### config.mk
export PLATFORM = sky130hd
export DESIGN_NAME = reward_timer
export DESIGN_NICKNAME = d
export VERILOG_FILES = /design/src/rtl/reward_timer.sv
export SDC_FILE = /design/constraint.sdc
export NUM_CORES = 1
export LEC_CHECK = 0
export CORE_MARGIN = 3
export CORE_UTILIZATION = 46
export CTS_BUF_LIST = sky130_fd_sc_hd__clkbuf_4
export CTS_CLUSTER_SIZE = 25
export DETAILED_ROUTE_END_ITERATION = 10
export PLACE_DENSITY = 0.76
export SLEW_MARGIN = 20
export SYNTH_ARGS = -nofsm -noshare
export SYNTH_HDL_FRONTEND = slang
export SYNTH_SLANG_ARGS = --single-unit
### constraint.sdc
create_clock -name clk -period 1.8 [get_ports clk]
set_clock_uncertainty 0.05 [all_clocks]
set_input_delay 0.36 -clock clk [delete_from_list [all_inputs] [get_ports clk]]
set_output_delay 0.36 -clock clk [all_outputs]
set_load 0.005 [all_outputs]
### src/rtl/reward_timer.sv
// rtl/reward_timer.sv - reward duration timer driven by the divider's clk_2Hz wave
// Edge-detects tick_in into tick_pulse and runs an IDLE/ACTIVE/WARN countdown that drives reward_faster.
module reward_timer #(
    parameter int DURATION_TICKS = 20,
    parameter int WARN_TICKS     = 4,
    parameter int CNT_W          = 8
) (
    input  logic             clk,
    input  logic             rst,
    input  logic             tick_in,
    input  logic             reward_grant,
    input  logic             reward_cancel,
    output logic             tick_pulse,
    output logic             reward_faster,
    output logic             reward_warn,
    output logic [CNT_W-1:0] ticks_left,
    output logic             reward_expired
);

    localparam logic [CNT_W-1:0] DUR_L  = CNT_W'(DURATION_TICKS);
    localparam logic [CNT_W-1:0] WARN_L = CNT_W'(WARN_TICKS);

    typedef enum logic [1:0] {
        S_IDLE   = 2'd0,
        S_ACTIVE = 2'd1,
        S_WARN   = 2'd2
    } state_t;

    state_t           state;
    logic             tick_d;
    logic [CNT_W-1:0] ticks_dec;

    assign ticks_dec = ticks_left - CNT_W'(1);

    always_ff @(posedge clk) begin
        if (rst) begin
            state          <= S_IDLE;
            // Starting high suppresses a false edge when tick_in is already high at release.
            tick_d         <= 1'b1;
            tick_pulse     <= 1'b0;
            reward_faster  <= 1'b0;
            reward_warn    <= 1'b0;
            ticks_left     <= '0;
            reward_expired <= 1'b0;
        end else begin
            tick_d         <= tick_in;
            tick_pulse     <= tick_in & ~tick_d;
            reward_expired <= 1'b0;

            if (reward_cancel) begin
                state         <= S_IDLE;
                reward_faster <= 1'b0;
                reward_warn   <= 1'b0;
                ticks_left    <= '0;
            end else if (reward_grant) begin
                state         <= S_ACTIVE;
                reward_faster <= 1'b1;
                reward_warn   <= 1'b0;
                ticks_left    <= DUR_L;
            end else if (tick_pulse) begin
                case (state)
                    S_ACTIVE, S_WARN: begin
                        ticks_left <= ticks_dec;
                        if (ticks_dec == '0) begin
                            state          <= S_IDLE;
                            reward_faster  <= 1'b0;
                            reward_warn    <= 1'b0;
                            reward_expired <= 1'b1;
                        end else if (ticks_dec <= WARN_L) begin
                            state       <= S_WARN;
                            reward_warn <= 1'b1;
                        end
                    end
                    default: begin
                        state <= S_IDLE;
                    end
                endcase
            end
        end
    end

endmodule

After elaboration in Yosys (flattened, before gate mapping)
Cells that the tools add are included.
- add/subtract/negate cells: 1
- $lt $le $gt $ge: 1
- equal/unequal tests: 4
- mux-type cells: 15
- bitwise logic cells: 4
- reductions and logical operators: 15
- operator list (operator ; number):
    $mux W5 ; 3
    $mux W1 ; 9
    $le A8 B3 Y1 const B ; 1
    $logic_not A8 Y1 ; 1
    $reduce_and A2 Y1 ; 4
    $reduce_bool A2 Y1 ; 4
    $sub A8 B1 Y8 const B ; 1
    $mux W2 ; 3
    $reduce_and A3 Y1 ; 2
    $reduce_or A5 Y1 ; 1
    $ne A4 B4 Y1 const B ; 1
    $reduce_or A2 Y1 ; 2
    $ne A3 B3 Y1 const B ; 1
    $not A1 Y1 ; 3
    $reduce_or A3 Y1 ; 1
    $eq A2 B1 Y1 const B ; 1
    $eq A2 B2 Y1 const B ; 1
    $and A1 B1 Y1 ; 1
- bits in registers: 15
- bits of input ports: 5
- output and inout bits: 12
- word-level logic and storage cells: 49

Longest topological paths before layout
- depth in word-level cells: 7
- depth in mapped cells: 8
- mapped depth without buffers: 7

Least setup slack after synthesis
Ideal clock, no wire load.
- kind: reg-to-reg
- start: register ticks_left[0]
- end: register reward_warn
- setup time: 0.118 ns
- arrival time: 1.686 ns
- data required time: 1.632 ns
- slack: -0.054 ns
- cell stages (with the launch flop): 9
- buffers on the path: 1
- clock period less this slack: 1.854 ns
- path through: dfxtp_1 -> inv_1 -> ha_1 -> buf_6 -> o21bai_1 -> a211o_1 -> a31oi_2 -> nand3_2 -> mux2i_1
- cells in the longest elaborated chain, start to end: 4
- elaborated cells between the ends (all ways): 6
- classes of those cells: 1 x add/sub; 1 x order compare; 1 x mux; 3 x reduce/logical
- RTL lines (what ; line ; RTL):
    start, declared ; 16 ; output logic [CNT_W-1:0] ticks_left,
    start signal, assigned ; 63 ; ticks_left <= ticks_dec;
    $sub A8 B1 Y8 (*) ; 33 ; assign ticks_dec = ticks_left - CNT_W'(1);
    named net ticks_dec[0] ; 31 ; logic [CNT_W-1:0] ticks_dec;
    $le A8 B3 Y1 / $logic_not A8 Y1 (equally long branches) ; 69, 64 ;
    $reduce_bool A2 Y1 (no line) ; n/a ;
    $reduce_and A3 Y1 (no line) ; n/a ;
    end signal, assigned ; 42 ; reward_warn <= 1'b0;
    end signal, assigned ; 67 ; reward_warn <= 1'b0;
    end signal, assigned ; 71 ; reward_warn <= 1'b1;
    end, declared ; 15 ; output logic reward_warn,
The timed path passes the listed nets; every way through them passes the cells marked *.
A chain may end at the register's enable or synchronous reset.

Final worst setup path
- start: register ticks_left[1]
- end: register reward_warn
- cells in the longest elaborated chain, start to end: 4
- elaborated cells between the ends (all ways): 6
- classes of those cells: 1 x add/sub; 1 x order compare; 1 x mux; 3 x reduce/logical
- RTL lines (what ; line):
    $sub A8 B1 Y8 (*) ; 33
    $le A8 B3 Y1 / $logic_not A8 Y1 (equally long branches) ; 69, 64
    $reduce_bool A2 Y1 (no line) ; n/a
    $reduce_and A3 Y1 (no line) ; n/a
Mark *: on every way between the ends. The rest lies on a longest branch, timed or not.

==> out/metrics.csv <==
stage,metric,value,unit
status,status,finished clean,
final_layout,most frequent cells in the layout,"clkdlybuf4s50_1 (16), nor2_1 (12), dfxtp_1 (10), buf_4 (8), nand2_1 (7)",
yosys,Synth Cell Area,797,µm²
yosys,Synth Area in Adders,0.0314,
floorplanning,core region area,1580,µm²
power_and_ir_drop,total power,0.615,mW
global_route,vias in the first global route,689,
floorplanning,I/O pin cnt,17,
worst_setup_path,CP max stage cell,dfxtp_4,
routing,routed vias/inst,5.53,
clocking,Clock Path Buffers,2,
clocking,sinks on the clock net,15,
final_layout,Reg area,309,µm²
worst_setup_path,Reg2Reg Depth,7,
worst_setup_path,CP Launch Type,flip-flop,
yosys,mux cell area share after synthesis,0.0126,
floorplanning,die width,47.6,µm
yosys,register area share after synthesis,0.377,
timing,RSZ-0062 raised after global routing,false,
final_layout,share of layout cells above drive strength 1,0.214,
final_layout,area occupied by multi-input gates,480,µm²
global_route,initial antenna violation count,0,
place,GPL Wtd Cong,0.805,
worst_setup_path,nature of the critical path endpoint,flip-flop,
worst_setup_path,critical path type,reg -> reg,
floorplanning,Initial Util,0.506,
worst_setup_path,Critical Path Source,ticks_left[1]$_SDFFE_PP0P_,
worst_setup_path,critical path's largest stage delay,0.39,ns
timing,fmax,575,MHz
timing,Final Worst Setup Slack,0.0602,ns
yosys,Synth Area in XOR/XNOR,0.0989,
routing,Via Count,736,
timing,Slew Limit Headroom,0.762,
power_and_ir_drop,Peak VDD IR,0.000490,V
routing,Antenna Violating Nets Remaining,0,
yosys,Synth cell types,33,
clocking,clk root buf,clkbuf_4,
global_route,global-route wire length before repair,2900,µm
yosys,cells after synthesis,94,
yosys,Syn Area/Cell,8.48,µm²
yosys,Syn. warnings,0,
final_layout,"most common cell after layout, fill and taps aside",clkdlybuf4s50_1,
routing,DRT Wirelength,1800,µm
global_route,gr ovfl total,0,
worst_hold_path,Min-Delay Path Class,reg -> reg,
timing,worst slew pin tran,0.355,ns
worst_setup_path,CP max FO,7,
floorplanning,FP Rows,14,
job,max_cap viols,0,
worst_hold_path,Hold Path Depth,1,
worst_setup_path,Critical Path RT,1.93,ns
final_layout,area delta synth->final,34.9,%
timing,Slew Limit Fails,0,
clocking,CTS tree,yes,
global_route,gr usage total,0.186,
timing,Tcrit/Tclk final,0.967,
final_layout,Finished Cell Area,1070,µm²
worst_setup_path,Worst R2R Setup Slack,0.06,ns
yosys,synthesis-stage register bit count,15,
clocking,Clock Latency Late Sink,0.29,ns
clocking,H-tree depth,1,
yosys,Synth top area share,0.377,
worst_setup_path,crit-path cells,inv_1 > ha_1 > o21bai_1 > a211o_1 > a31oi_4 > nand3_4 > mux2i_1,
yosys,Synth Area in Compound Gates,0.140,
power_and_ir_drop,power density over the cells,573,nW/µm²
place,pre-CTS WS,0.0775,ns
power_and_ir_drop,leakage power,0.385,nW
timing,crit path time final,1.74,ns
clocking,clock-pin transition on the worst setup and hold timing paths,0.08,ns
place,DP Wirelength,1320,µm
place,port bufs,16,
yosys,Synth area leaders,"dfxtp_1 (38%), xnor2_1 (6.6%), nor2_1 (5.7%), nand2_1 (3.3%), xor2_1 (3.3%)",
floorplanning,die area,2270,µm²
final_layout,Layout fillers,128,
clocking,Setup Buffers After CTS,0,
final_layout,nets@finish,125,
worst_hold_path,hold endpoint,tick_pulse$_SDFF_PP0_,
timing,final-report setup violation count,0,
yosys,main combinational cell family by area after synthesis,simple AND/OR/NAND/NOR gates,
timing,Hold Fails Final Rpt,0,
clocking,cts bufs inserted,3,
worst_setup_path,Critical Path AT,1.87,ns
place,placed inst area,1010,µm²
final_layout,antenna cell count,0,
timing,Total Neg Setup Slack,0,ns
worst_setup_path,R2R Path End,reward_warn$_SDFFE_PP0P_,
routing,drt drc,0,
yosys,simple-gate share of the synthesized area,0.286,
routing,TritonRoute pass-1 iters,3,
routing,drt wl/cell,13.6,µm
worst_hold_path,Hold Startpoint,tick_d$_SDFF_PP1_,
yosys,"area leader, netlist",dfxtp_1,
floorplanning,Die Y,47.6,µm
global_route,largest net degree at the start of global routing,11,
yosys,syn_nets,101,
worst_setup_path,Critical R2R Launch,ticks_left[1]$_SDFFE_PP0P_,
routing,Initial DRC Count,15,
## synthesized netlist by cell type, drive strengths merged
library cell / instances
a211o: 1
inv: 4
mux2i: 1
dfxtp: 15
nand4: 2
o211ai: 1
o21ai: 3
nor2: 12
or4b: 1
nand4b: 1
and4b: 1
ha: 2
or3: 2
a31oi: 3
nor3b: 1
nor3: 4
and3: 1
nand2: 7
a21oi: 5
a211oi: 1
and2: 1
o21bai: 1
nor4: 2
xor2: 3
nand3: 5
clkbuf: 2
o21a: 2
xnor2: 6
or2: 1
buf: 3
## power by group
part           switching, mW  internal, mW  total [mW]
clock network          0.106         0.101       0.207
registers            0.00549         0.337       0.342
logic                 0.0310        0.0351      0.0661
total                  0.142         0.473       0.615
## worst max path at each step
stage	end	depth (start not counted)	slack, ns
after floorplan	reward_warn$_SDFFE_PP0P_	8	0.04
after global placement	reward_expired$_SDFF_PP0_	7	0.07
after detailed placement	reward_expired$_SDFF_PP0_	7	0.08
after CTS	ticks_left[2]	1	0.007
after global routing	reward_warn$_SDFFE_PP0P_	7	0.004
final	reward_warn$_SDFFE_PP0P_	7	0.06
## worst max-delay path, delay by kind of cell, from the launching register on
family	cells	cell delay (ns)
fa+ha+maj	1	0.19
buf+inv	1	0.07
simple gates	1	0.11
compound gates	3	0.70
flops	1	0.39
mux	1	0.14
## timing repair
action	4_1_cts	5_1_grt
endpoints found under the setup margin	0	7
resized for setup	0	9
hold buffers	0	0
## routing by layer
metal,GRT usage,routed length (µm)
met2,0.310,912
met5,0,0
met4,0.0699,28
met3,0.0714,67
met1,0.216,794
## state kept, by name, indices dropped and copies added, names as in the netlist
register	cells
ticks_left	8
reward_faster	1
reward_warn	1
state	2
reward_expired	1
tick_pulse	1
tick_d	1
## logic make-up after synthesis
| group | count (synthesis) |
|---|---|
| AO/OA/AOI/OAI | 17 |
| XOR/XNOR | 9 |
| adder cells (fa/ha/maj) | 2 |
| buffers and inverters | 9 |
| flip-flops | 15 |
| multiplexers | 1 |
| AND/OR/NAND/NOR | 41 |
## area by class of cell
| type | instances | area share |
|---|---|---|
| multi-input combinational | 70 | 0.447 |
| sequential | 15 | 0.288 |
| timing repair buffer | 24 | 0.205 |
| clock buffer | 4 | 0.0279 |
| tap | 16 | 0.0186 |
| inverter | 4 | 0.0140 |
## per-stage QoR
| step | util | hold WS, ns | std cells |
|---|---|---|---|
| after detailed placement | 0.641 | 0.345 | 129 |
| after global routing | 0.682 | 0.387 | 133 |
| after CTS | 0.660 | 0.357 | 133 |
| after floorplan | - | 0.322 | 94 |
| final | 0.682 | 0.349 | 133 |
| after global placement | 0.641 | 0.329 | 129 |
(Power assumes the default switching activity.)
